### src/rtl/aidc_lite_comp_dispatch.sv
//------------------------------------------------------------------------------
// aidc_lite_comp_dispatch
//
// Takes the compressor job programmed through the config register file
// (source, destination, length in 128-byte blocks, start pulse) and issues it
// to the datapath. The job is split into fixed-size blocks: one read command
// per block goes to the read engine, then one write command per block goes to
// the write engine, in the same order. Write completions are counted, and
// once every block has completed the job-done level is raised back to the
// register file.
//
// Ports
//   clk, rst_n       clock, synchronous active-low reset
//   src_addr_i       job source byte address (block aligned)
//   dst_addr_i       job destination byte address (block aligned)
//   len_i            job length in blocks
//   start_i          one-cycle start pulse; only honoured while idle
//   done_o           level: job complete, cleared by an accepted start
//   busy_o           high while a job is in progress
//   rd_cmd_*         valid/ready read command channel, block address
//   wr_cmd_*         valid/ready write command channel, block address
//   wr_cpl_i         one-cycle pulse per fully written block
//   err_o            sticky: completion seen with nothing outstanding
//------------------------------------------------------------------------------
`timescale 1ns/1ps

module aidc_lite_comp_dispatch #(
   parameter int unsigned MAX_OUTSTANDING = 8,
   parameter int unsigned BLK_BYTES       = 128
) (
   input  logic        clk,
   input  logic        rst_n,
   input  logic [31:0] src_addr_i,
   input  logic [31:0] dst_addr_i,
   input  logic [24:0] len_i,
   input  logic        start_i,
   output logic        done_o,
   output logic        busy_o,
   output logic        rd_cmd_valid_o,
   input  logic        rd_cmd_ready_i,
   output logic [31:0] rd_cmd_addr_o,
   output logic        wr_cmd_valid_o,
   input  logic        wr_cmd_ready_i,
   output logic [31:0] wr_cmd_addr_o,
   input  logic        wr_cpl_i,
   output logic        err_o
);

   localparam int unsigned BLK_SHIFT = $clog2(BLK_BYTES);
   localparam int unsigned OW        = $clog2(MAX_OUTSTANDING + 1);
   localparam logic [OW-1:0] OUT_MAX = OW'(MAX_OUTSTANDING);
   localparam logic [OW-1:0] OUT_ONE = OW'(1);

   typedef enum logic [1:0] {
      IDLE,
      RUN,
      DRAIN
   } state_t;

   state_t        state, state_nxt;
   logic [31:0]   src_q, src_nxt;
   logic [31:0]   dst_q, dst_nxt;
   logic [24:0]   blk_cnt, blk_cnt_nxt;
   logic [24:0]   rd_idx, rd_idx_nxt;
   logic [24:0]   wr_idx, wr_idx_nxt;
   logic [24:0]   cpl_idx, cpl_idx_nxt;
   logic [OW-1:0] outst, outst_nxt;
   logic          done_q, done_nxt;
   logic          err_q, err_nxt;

   logic          rd_fire;
   logic          wr_fire;
   logic          cpl_ok;

   // Valids depend only on registered state. The read valid can only fall
   // through rd_idx or outst rising, and both rise only on a read handshake;
   // the write valid can only fall through wr_idx rising. So neither valid
   // nor its address can change while a command is stalled.
   always_comb begin
      rd_cmd_valid_o = (state == RUN) && (rd_idx < blk_cnt) && (outst < OUT_MAX);
      wr_cmd_valid_o = (state == RUN) && (wr_idx < rd_idx);
      rd_cmd_addr_o  = src_q + (32'(rd_idx) << BLK_SHIFT);
      wr_cmd_addr_o  = dst_q + (32'(wr_idx) << BLK_SHIFT);
      busy_o         = (state != IDLE);
      done_o         = done_q;
      err_o          = err_q;
   end

   assign rd_fire = rd_cmd_valid_o & rd_cmd_ready_i;
   assign wr_fire = wr_cmd_valid_o & wr_cmd_ready_i;
   assign cpl_ok  = wr_cpl_i & (outst != '0);

   always_comb begin
      state_nxt   = state;
      src_nxt     = src_q;
      dst_nxt     = dst_q;
      blk_cnt_nxt = blk_cnt;
      rd_idx_nxt  = rd_idx;
      wr_idx_nxt  = wr_idx;
      cpl_idx_nxt = cpl_idx;
      outst_nxt   = outst;
      done_nxt    = done_q;
      err_nxt     = err_q;

      if (rd_fire) rd_idx_nxt = rd_idx + 25'd1;
      if (wr_fire) wr_idx_nxt = wr_idx + 25'd1;
      if (cpl_ok)  cpl_idx_nxt = cpl_idx + 25'd1;

      // Read accept and completion in the same cycle cancel out.
      case ({rd_fire, cpl_ok})
         2'b10:   outst_nxt = outst + OUT_ONE;
         2'b01:   outst_nxt = outst - OUT_ONE;
         default: outst_nxt = outst;
      endcase

      if (wr_cpl_i && (outst == '0)) err_nxt = 1'b1;

      case (state)
         IDLE: begin
            // An accepted start overrides any stray completion this cycle.
            if (start_i) begin
               src_nxt     = src_addr_i;
               dst_nxt     = dst_addr_i;
               blk_cnt_nxt = len_i;
               rd_idx_nxt  = '0;
               wr_idx_nxt  = '0;
               cpl_idx_nxt = '0;
               outst_nxt   = '0;
               err_nxt     = 1'b0;
               if (len_i == '0) begin
                  done_nxt = 1'b1;
               end else begin
                  done_nxt  = 1'b0;
                  state_nxt = RUN;
               end
            end
         end
         RUN: begin
            // Completions could in principle all land by the last write
            // handshake; finish directly rather than parking in DRAIN.
            if ((rd_idx_nxt == blk_cnt) && (wr_idx_nxt == blk_cnt)) begin
               if (cpl_idx_nxt == blk_cnt) begin
                  state_nxt = IDLE;
                  done_nxt  = 1'b1;
               end else begin
                  state_nxt = DRAIN;
               end
            end
         end
         DRAIN: begin
            if (cpl_idx_nxt == blk_cnt) begin
               state_nxt = IDLE;
               done_nxt  = 1'b1;
            end
         end
         default: state_nxt = IDLE;
      endcase
   end

   always_ff @(posedge clk) begin
      if (!rst_n) begin
         state   <= IDLE;
         src_q   <= '0;
         dst_q   <= '0;
         blk_cnt <= '0;
         rd_idx  <= '0;
         wr_idx  <= '0;
         cpl_idx <= '0;
         outst   <= '0;
         done_q  <= 1'b0;
         err_q   <= 1'b0;
      end else begin
         state   <= state_nxt;
         src_q   <= src_nxt;
         dst_q   <= dst_nxt;
         blk_cnt <= blk_cnt_nxt;
         rd_idx  <= rd_idx_nxt;
         wr_idx  <= wr_idx_nxt;
         cpl_idx <= cpl_idx_nxt;
         outst   <= outst_nxt;
         done_q  <= done_nxt;
         err_q   <= err_nxt;
      end
   end

endmodule

### config.mk
export PLATFORM = sky130hd
export DESIGN_NAME = aidc_lite_comp_dispatch
export DESIGN_NICKNAME = d
export VERILOG_FILES = /design/src/rtl/aidc_lite_comp_dispatch.sv
export SDC_FILE = /design/constraint.sdc
export NUM_CORES = 1
export LEC_CHECK = 0
export CORE_UTILIZATION = 30
export CTS_BUF_LIST = sky130_fd_sc_hd__clkbuf_2 sky130_fd_sc_hd__clkbuf_4 sky130_fd_sc_hd__clkbuf_8
export CTS_CLUSTER_SIZE = 14
export DETAILED_ROUTE_END_ITERATION = 7
export HOLD_SLACK_MARGIN = 0.08
export MAX_ROUTING_LAYER = met4
export PLACE_DENSITY = 0.52
export SLEW_MARGIN = 40
export SYNTH_ARGS = -nofsm -noshare
export SYNTH_HDL_FRONTEND = slang
export SYNTH_SLANG_ARGS = --single-unit
export TNS_END_PERCENT = 1
### constraint.sdc
create_clock -name clk -period 4.83 [get_ports clk]
set_input_delay 0.966 -clock clk [delete_from_list [all_inputs] [get_ports clk]]
set_output_delay 0.966 -clock clk [all_outputs]
set_load 0.05 [all_outputs]
==> summary by stage <==
GRT
The global route total overflow is 0. The initial antenna violation count was 0. The first global-routing pass estimated 80160 um of wire.

The via count of the first global-routing pass is 12880. Across every metal layer, demand over resource in global routing totals 0.2528. The largest net degree at the start of global routing is 81.

CTS
The number of clock buffers inserted by TritonCTS is 17. The clock insertion delay at the later pin of the skew report is 0.54 ns. The maximum level of the CTS H-tree is 4. The tree built by TritonCTS fans out to 172 sinks. The TritonCTS clock tree is done.

The root buffer cell chosen for the clock tree is sky130_fd_sc_hd__clkbuf_8. Clock-pin slew was measured on the worst setup and hold paths at 0.12 ns. The count of hold-fix buffers inserted at cts is 0. The longest clock path from root to sink contains 2 buffers. After clock tree synthesis, the setup repair step added 0 buffers.

Synthesis
The proportion of register bits with asynchronous set or reset after synthesis is 0. The number of flops mapped to enable cells by yosys is 0. The Yosys step of the flow raised 0 warnings.

The mean area per synthesized cell is 7.732 sq um. The most common flop cell mapped by yosys is sky130_fd_sc_hd__dfxtp_1. The number of flip-flops and latches in the synthesized netlist is 172. The share of the Yosys chip area taken by registers is 0.2672.

After synthesis the cells add up to 12890 sq um. After synthesis, the netlist uses 87 different library cells. Synthesis produced a netlist whose cell count is 1667. The number of nets handed over by synthesis was 1871.

STA
Setup repair after global routing could not meet its margin everywhere. The clock arrives with 0.02866 ns of skew. The worst-case headroom to the max-slew limit is 0.4541. The number of max-slew violations in the final report is 0. The slew at the pin with the worst max-slew slack is 0.8189 ns. The worst path in the final design needs a cycle of 5.094 ns, including I/O delays and setup. The period utilization is 1.055. The final-report hold violation count is 0. Setup violations remaining at the end of the flow were counted as 3.

Timing would allow up to 196.3 MHz. The worst-case setup margin in the final layout is -0.2642 ns.

Final layout
The final instance area is 16840 sq um. For this run, the post-layout net count is 2147. The finished layout holds 2497 standard cells, fillers aside. The area growth from synthesis to layout is 30.65%.

The fraction of layout cells with a size suffix above 1 is 0.1472.

Floorplanning
From bottom edge to top edge, the die measures 209.3 um. The die covers 43790 sq um. The core region area is 42130 sq um. Measured along the x axis, the die boundary spans 209.3 um. The initial core utilization is 0.3059. During I/O placement, the number of pins put on the boundary was 164. The placement row count is 75.

Setup path
The worst flop-to-flop path startpoint is blk_cnt[10]. The worst register-to-register path has a depth of 15. The kind of start point of the critical path is a flop. The dominant cell type by count on the critical path is sky130_fd_sc_hd__o21a_1. The slowest stage of the critical path is the sky130_fd_sc_hd__o41a_1 cell. The data arrival time of the critical path is 4.13 ns. The maximum net fanout on the critical path is 3. The required time of the critical path is 3.86 ns. The launching instance or port of the critical path is src_q[7]. The kind of critical path is reg2out. The type of destination of the critical path is an output port. In this design, the stage delay of the slowest critical-path cell is 0.35 ns. The worst register-to-register path has a setup slack of 0.22 ns. The capture instance of the worst register-to-register path is state[1]. The critical path goes through ha_1 -> inv_1 -> fa_2 -> nor2b_1 -> o31a_1 -> o211ai_1 -> a21boi_1 -> o21a_1 -> o21a_1 -> o41a_1 -> a211o_1 -> o41ai_2 -> buf_4 -> a21oi_1 -> a311oi_1 -> xnor2_1 -> buf_12.

The capturing element of the worst setup path is rd_cmd_addr_o[31].

Power
Summed over all cells, the static leakage comes to 6.812 nW. Of the total power, combinational logic draws 0.402. The internal power of the cells totals 2.605 mW. The power consumption is 4.458 mW. The power density of the placed cells is 264.8 nW/um^2.

The clock share of power is 0.243. The share of total power dissipated in sequential elements is 0.354. The peak ir drop on the vdd network is 0.1738 mV. The net load switching power is 1.853 mW. Of the total power, the share spent switching nets is 0.4156.

Route
The final route contains 13210 vias. In this run, the number of DRC markers left after iteration 0 of detailed routing was 835. The post-detailed-route via-to-cell ratio is 5.288. After detailed routing, the total wire length is 53580 um.

The post-route antenna net violation count is 0. The average wire per cell in the routed design is 21.46 um. The number of remaining DRC errors is 0. The detailed-routing iteration count for the pre-antenna-repair pass is 5.

Placement
The half-perimeter wire length after placement is 42850 um. The port buffer count is 163. Prior to clock tree synthesis, the placed netlist has a worst setup slack of -0.3943 ns.

Routability-driven placement finished with a final weighted congestion of 1.013. Including well taps, the total number of placed cells is 2463. In this run the cell area measured after placement is 16330 sq um.

Run status
The flow ran to the end, but the final reports show violations. The final reports fail on setup timing.

Worst hold path
The launch point of the worst hold path is dst_q[5]. The class of the tightest hold or removal check is reg2reg.

Job
The max-cap check violation count is 0.
==> how the worst min path moves through the flow <==
stage	endpoint	slack, ns	depth (start not counted)
detailed placement	dst_q[5]	0.46	2
floorplan	dst_q[0]	0.44	2
finish	dst_q[5]	0.47	2
CTS	dst_q[5]	0.47	2
global route	dst_q[6]	0.49	2
global placement	src_q[0]	0.45	2
==> sequential cells by signal (all words and copies together) (netlist names) <==
register  flops
src_q        32
blk_cnt      25
state         2
dst_q        32
rd_idx       25
err_o         1
done_o        1
outst         4
wr_idx       25
cpl_idx      25
==> metrics by stage <==
step	TNS [ns]	hold slack [ns]	utilization
6_report	-0.5091	0.4695	0.3996
5_1_grt	-1.695	0.4918	0.3995
3_5_place_dp	-1.078	0.4584	0.3877
4_1_cts	-0.9550	0.4748	0.3984
2_1_floorplan	0	0.4438	-
3_3_place_gp	-0.7675	0.4512	0.3876
==> repair_timing <==
item                       in CTS  in global routing
pin swaps                       5                  3
resized for setup              17                 12
setup endpoints to repair      13                 13
==> synth_stat cells (34+ instances only) <==
cell	number	area [sq um]
sky130_fd_sc_hd__nand2_1	259	972.2
sky130_fd_sc_hd__dfxtp_1	172	3443
sky130_fd_sc_hd__nor2_1	143	536.8
sky130_fd_sc_hd__xnor2_1	113	989.7
sky130_fd_sc_hd__ha_1	106	1326
sky130_fd_sc_hd__a21boi_0	93	698.2
sky130_fd_sc_hd__inv_1	81	304.0
sky130_fd_sc_hd__clkbuf_1	68	255.2
sky130_fd_sc_hd__a21oi_1	61	305.3
sky130_fd_sc_hd__nor3_1	57	285.3
sky130_fd_sc_hd__nand3_1	55	275.3
sky130_fd_sc_hd__xor2_1	39	341.6
sky130_fd_sc_hd__nand4_1	34	212.7
==> cell usage in the layout (no fill, tap or decap), drive strengths merged, types with 33 or more instances in the layout <==
master / Yosys / routed
nand2: 259 / 259
buf: 24 / 210
dfxtp: 172 / 172
nor2: 143 / 143
clkdlybuf4s50: 0 / 136
xnor2: 113 / 113
ha: 106 / 106
a21boi: 93 / 93
inv: 82 / 90
a21oi: 62 / 62
nor3: 58 / 58
nand3: 55 / 55
xor2: 39 / 39
nand4: 34 / 34
o21ai: 33 / 33
==> critical path: cells and delay by family (launching register included) <==
kind,cells,cell delay [ns]
simple gates,1,0.07
flops,1,0.33
xor+xnor,1,0.21
fa+ha+maj,2,0.41
compound gates,10,2.16
buf+inv,3,0.41
==> layout make-up <==
type / instances / area (sq um)
fillers: 4377 / 25300
multi-input cells: 1319 / 8818
flip-flops and latches: 172 / 3448
repair buffers: 350 / 3182
well taps: 539 / 674.4
inverters: 83 / 311.5
clock buffers: 19 / 255.2
clock inverters: 13 / 143.9
diodes: 2 / 5.005
==> power by group through the flow <==
stage / clock network (mW) / registers (mW) / logic (mW)
after CTS: 1.12 / 1.58 / 1.79
after global routing: 1.17 / 1.59 / 1.91
after global placement: 0 / 1.61 / 1.78
after floorplan: 0 / 1.61 / 1.00
final: 1.08 / 1.58 / 1.79
after detailed placement: 0 / 1.61 / 1.78
==> logic make-up after synthesis <==
logic type	share of synthesized area
simple gates	0.2585
compound gates	0.1947
buf+inv	0.05718
flops	0.2672
xor+xnor	0.1085
fa+ha+maj	0.1076
mux	0.006310
==> routing by layer <==
metal | vias to the layer above | GRT usage | share of wire | wire length (um)
met5 | - | - | 0 | 0
met4 | 0 | 0.1121 | 0.045 | 2386
met1 | 6266 | 0.3229 | 0.45 | 24380
met2 | 393 | 0.3916 | 0.45 | 24010
met3 | 105 | 0.04205 | 0.052 | 2807
li1 | 6441 | - | - | -
Power figures use the tool's default switching activity.
==> variant 1, RTL diff (same flow settings) <==
`MAX_OUTSTANDING`: 8 -> 4.
--- a/src/rtl/aidc_lite_comp_dispatch.sv
+++ b/src/rtl/aidc_lite_comp_dispatch.sv
@@ -27,3 +27,3 @@
 module aidc_lite_comp_dispatch #(
-   parameter int unsigned MAX_OUTSTANDING = 8,
+   parameter int unsigned MAX_OUTSTANDING = 4,
    parameter int unsigned BLK_BYTES       = 128
Formal check against the unedited RTL: not equivalent (a bounded check fails within 10 cycles, from zero or initial values and one cycle with rst_n low).
==> variant 1 against the original RTL <==
  * The flow now stops in detailed routing
  * Synthesized area is 2.9% higher
==> variant 1: results <==
metrics = {
    "run_status": {
        "status": "aborted with a tool error",
        "lastStage": "detailed routing",
        "firstError": "[ERROR DRT-0255] Maze Route cannot find path of net clk in worker of routeBox ( 193200 0 ) ( 212210 48300 ).",
    },
    "synthesis": {
        "synthTopCellsByCount": "278 x nand2_1, 172 x nor2_1, 171 x dfxtp_1",
        "yosysWarnings": 0,
        "synthMuxAreaShare": 0.00812,
        "yosys-top-cells-area": "dfxtp_1 26%, ha_1 9.8%, nand2_1 7.9%",
        "synthAdderAreaFrac": 0.103,
        "synthFlopType": "dfxtp_1",
        "synth_xor_area_frac": 0.108,
        "synth-compound-area-share": 0.185,
        "ys_ff_latch": 171,
        "ys_seq_area_frac": 0.258,
        "synth_cell_types": 101,
        "synthArstFlopShare": 0,
        "synthesis.nets": 1957,
    },
    "timing": {
        "crit_endpoint": "rd_cmd_addr_o[31]",
        "worstEndpointType": "output port",
    },
    "placed_design": {
        "dp.final_hpwl_mm": 46.9,
        "gp_congestion": 1.00,
        "post-place-ws_ps": 34.1,
        "io_buffers": 163,
    },
    "global_routing": {
        "grt_pass1_vias": 13947,
        "grt_antenna_before_repair": 4,
        "grt_max_degree": 54,
        "grt_pass1_wl_mm": 85.9,
        "grt_use_total": 0.269,
    },
    "cts": {
        "cts_max_path_buffers": 2,
        "clock-root-buffer": "clkbuf_8",
        "htreeDepth": 4,
        "cts_buffers": 17,
    },
}
-- variant 1: routing by layer --
layer,global-route usage
met1,0.341
met2,0.420
met3,0.0464
met4,0.118
met5,-
-- variant 1: what timing repair did --
action | 4_1_cts | 5_1_grt
endpoints found under the setup margin | 13 | 15
cloned | 0 | 0
setup buffers | 3 | 0
pin swaps | 10 | 9
endpoints found under the hold margin | 0 | 0
resized for setup | 12 | 14
-- variant 1: kinds of logic after synthesis --
kind of cell,after synthesis
flops,171
simple gates,777
mux,10
xor+xnor,152
buf+inv,169
compound gates,369
fa+ha+maj,107
-- variant 1: metrics by stage --
step	instance area, um2	instances
2_1_floorplan	13300	1755
3_3_place_gp	17400	2682
3_5_place_dp	17500	2683
4_1_cts	18000	2717
5_1_grt	18100	2719
==> variant 2, RTL diff (same settings) <==
Made on the original files. Put a register stage on the output `err_o`, with the module's reset. The value now appears one clock later. The other outputs are not delayed to match.
--- a/src/rtl/aidc_lite_comp_dispatch.sv
+++ b/src/rtl/aidc_lite_comp_dispatch.sv
@@ -59,2 +59,4 @@
 
+   logic err_d;
+
    state_t        state, state_nxt;
@@ -85,3 +87,3 @@
       done_o         = done_q;
-      err_o          = err_q;
+      err_d          = err_q;
    end
@@ -185,2 +187,10 @@
 
+   always_ff @(posedge clk) begin
+      if (!rst_n) begin
+         err_o <= '0;
+      end else begin
+         err_o <= err_d;
+      end
+   end
+
 endmodule
Function: changed (a bounded check fails within 4 cycles, from zero or initial values and one cycle with rst_n low).
==> variant 2 against the original RTL <==
  * The run still ends with negative setup slack left
  * Power decreased by 16%
  * Wire length increased by 2.5%
  * Clock skew decreased by 9.3 ps
  * Design area decreased by 0.83%
  * Synthesized area decreased by 3.1%
  * Die area decreased by 3.1%
  * Sequential cell count increased by 1
  * Setup slack improved by 260 ps
  * Critical path type unchanged
==> variant 2: results <==
metrics = {
    "synthesis": {
        "ys_seq_area_frac": 0.277,
        "synthTopCellsByCount": "254 x nand2_1, 173 x dfxtp_1, 158 x nor2_1",
        "synthFlopType": "dfxtp_1",
        "yosysWarnings": 0,
        "synth_cell_types": 84,
        "synth_cells": 1630,
        "synthesis.nets": 1834,
        "synthArstFlopShare": 0,
        "yosys-top-cells-area": "dfxtp_1 28%, ha_1 11%, xnor2_1 7.9%",
    },
    "critical_path": {
        "worst_ep_arrival_time_ps": 3870,
        "path_delay_family": "compound AO/OA/AOI/OAI gates",
        "critPathMaxFanout": 5,
        "critPathSlowestCell": "dfxtp_4",
        "slowest_delay_ps": 400,
    },
    "cts": {
        "cts_max_path_buffers": 2,
        "postCtsSetupBuffers": 4,
        "cts_buffers": 17,
        "clock_latency_ps": 530,
        "clk_pin_slew_worst_paths_ps": 110,
        "cts.repair.resized": 33,
        "clock-root-buffer": "clkbuf_8",
        "htreeDepth": 4,
    },
    "layout": {
        "antennaDiodeCount": 0,
        "fin_cells": 2483,
        "nets": 2142,
        "top_regs": "dst_q (32), src_q (32)",
        "final_layout_size_suffix_gt1_frac": 0.164,
    },
    "timing": {
        "finalSetupViolCount": 1,
        "worst_pin_slew_ps": 774,
        "setup_ws_ps": -3.77,
        "tns_ps": -3.77,
        "fin_skew_ps": 19.3,
    },
    "placed_design": {
        "io_buffers": 163,
        "place_area_um2": 16100,
        "post-place-ws_ps": -240,
        "dp.final_hpwl_mm": 44.7,
        "dpl.cell_count": 2446,
        "gp_congestion": 1.06,
    },
    "run_status": {
        "status": "complete, but fails checks",
        "failed_checks": "negative setup slack",
    },
    "route": {
        "post_drt_wl_per_cell_um": 22.1,
        "top_layer": "met4",
        "vias": 13174,
        "first_pass_iters": 5,
        "dr_wl_met2_mm": 25.0,
        "dr_wl_met3_mm": 3.43,
        "first_iter_violations": 927,
        "wl_met1_mm": 24.5,
    },
    "min_path": {
        "hold_path_class": "register to register",
    },
    "pwr": {
        "leakage_uw": 0.00688,
        "vdd_ir_drop_max_v": 0.000151,
        "p_sw_frac": 0.373,
    },
    "global_routing": {
        "grt_use_total": 0.267,
        "grt_max_degree": 48,
        "grt_overflow": 0,
        "grt_pass1_wl_mm": 80.3,
        "grt_antenna_before_repair": 0,
    },
}
-- variant 2: cells by family (layout without fill, tap and decap cells) --
| group | count (synthesis) | in the layout | synth area share |
|---|---|---|---|
| and+or+nand+nor | 678 | 678 | 0.257 |
| AOI/OAI and AO/OA | 339 | 339 | 0.179 |
| DFF | 173 | 173 | 0.277 |
| buffers and inverters | 163 | 484 | 0.0545 |
| xor gates and xnor gates | 156 | 156 | 0.112 |
| adders and majority gates | 110 | 110 | 0.112 |
| muxes | 11 | 11 | 0.00912 |
-- variant 2: power groups by stage --
stage / sequential (uW) / combinational, uW / clock [uW]
finish: 1530 / 1070 / 1130
global route: 1540 / 1130 / 1210
CTS: 1530 / 1060 / 1170
detailed placement: 1570 / 1050 / 0
global placement: 1570 / 1050 / 0
floorplan: 1560 / 592 / 0
-- variant 2: routing by layer --
layer	global-route usage	vias up
met1	0.342	6289
met5	-	-
met3	0.0454	98
met2	0.420	438
li1	-	6349
met4	0.0995	0
-- variant 2: layout make-up --
type | instances | area [um2]
flip-flops and latches | 173 | 3480
inverters | 75 | 287
clock buffers | 17 | 234
fillers | 4262 | 24200
clock inverters | 15 | 181
repair buffers | 377 | 3380
well taps | 532 | 666
multi-input cells | 1294 | 8470
-- variant 2: path summary, 6_finish.rpt --
kind                            slack (ps)                  start               endpoint  depth (start not counted)
worst max-delay path                    -4   rd_idx[2]$_SDFF_PN0_      rd_cmd_addr_o[29]                         16
worst min-delay path                   460  dst_q[0]$_SDFFE_PN0P_  dst_q[0]$_SDFFE_PN0P_                          2
worst max register to register          20  rd_idx[19]$_SDFF_PN0_  state[1]$_SDFFE_PN0P_                         16
worst min register to register         460  dst_q[0]$_SDFFE_PN0P_  dst_q[0]$_SDFFE_PN0P_                          2
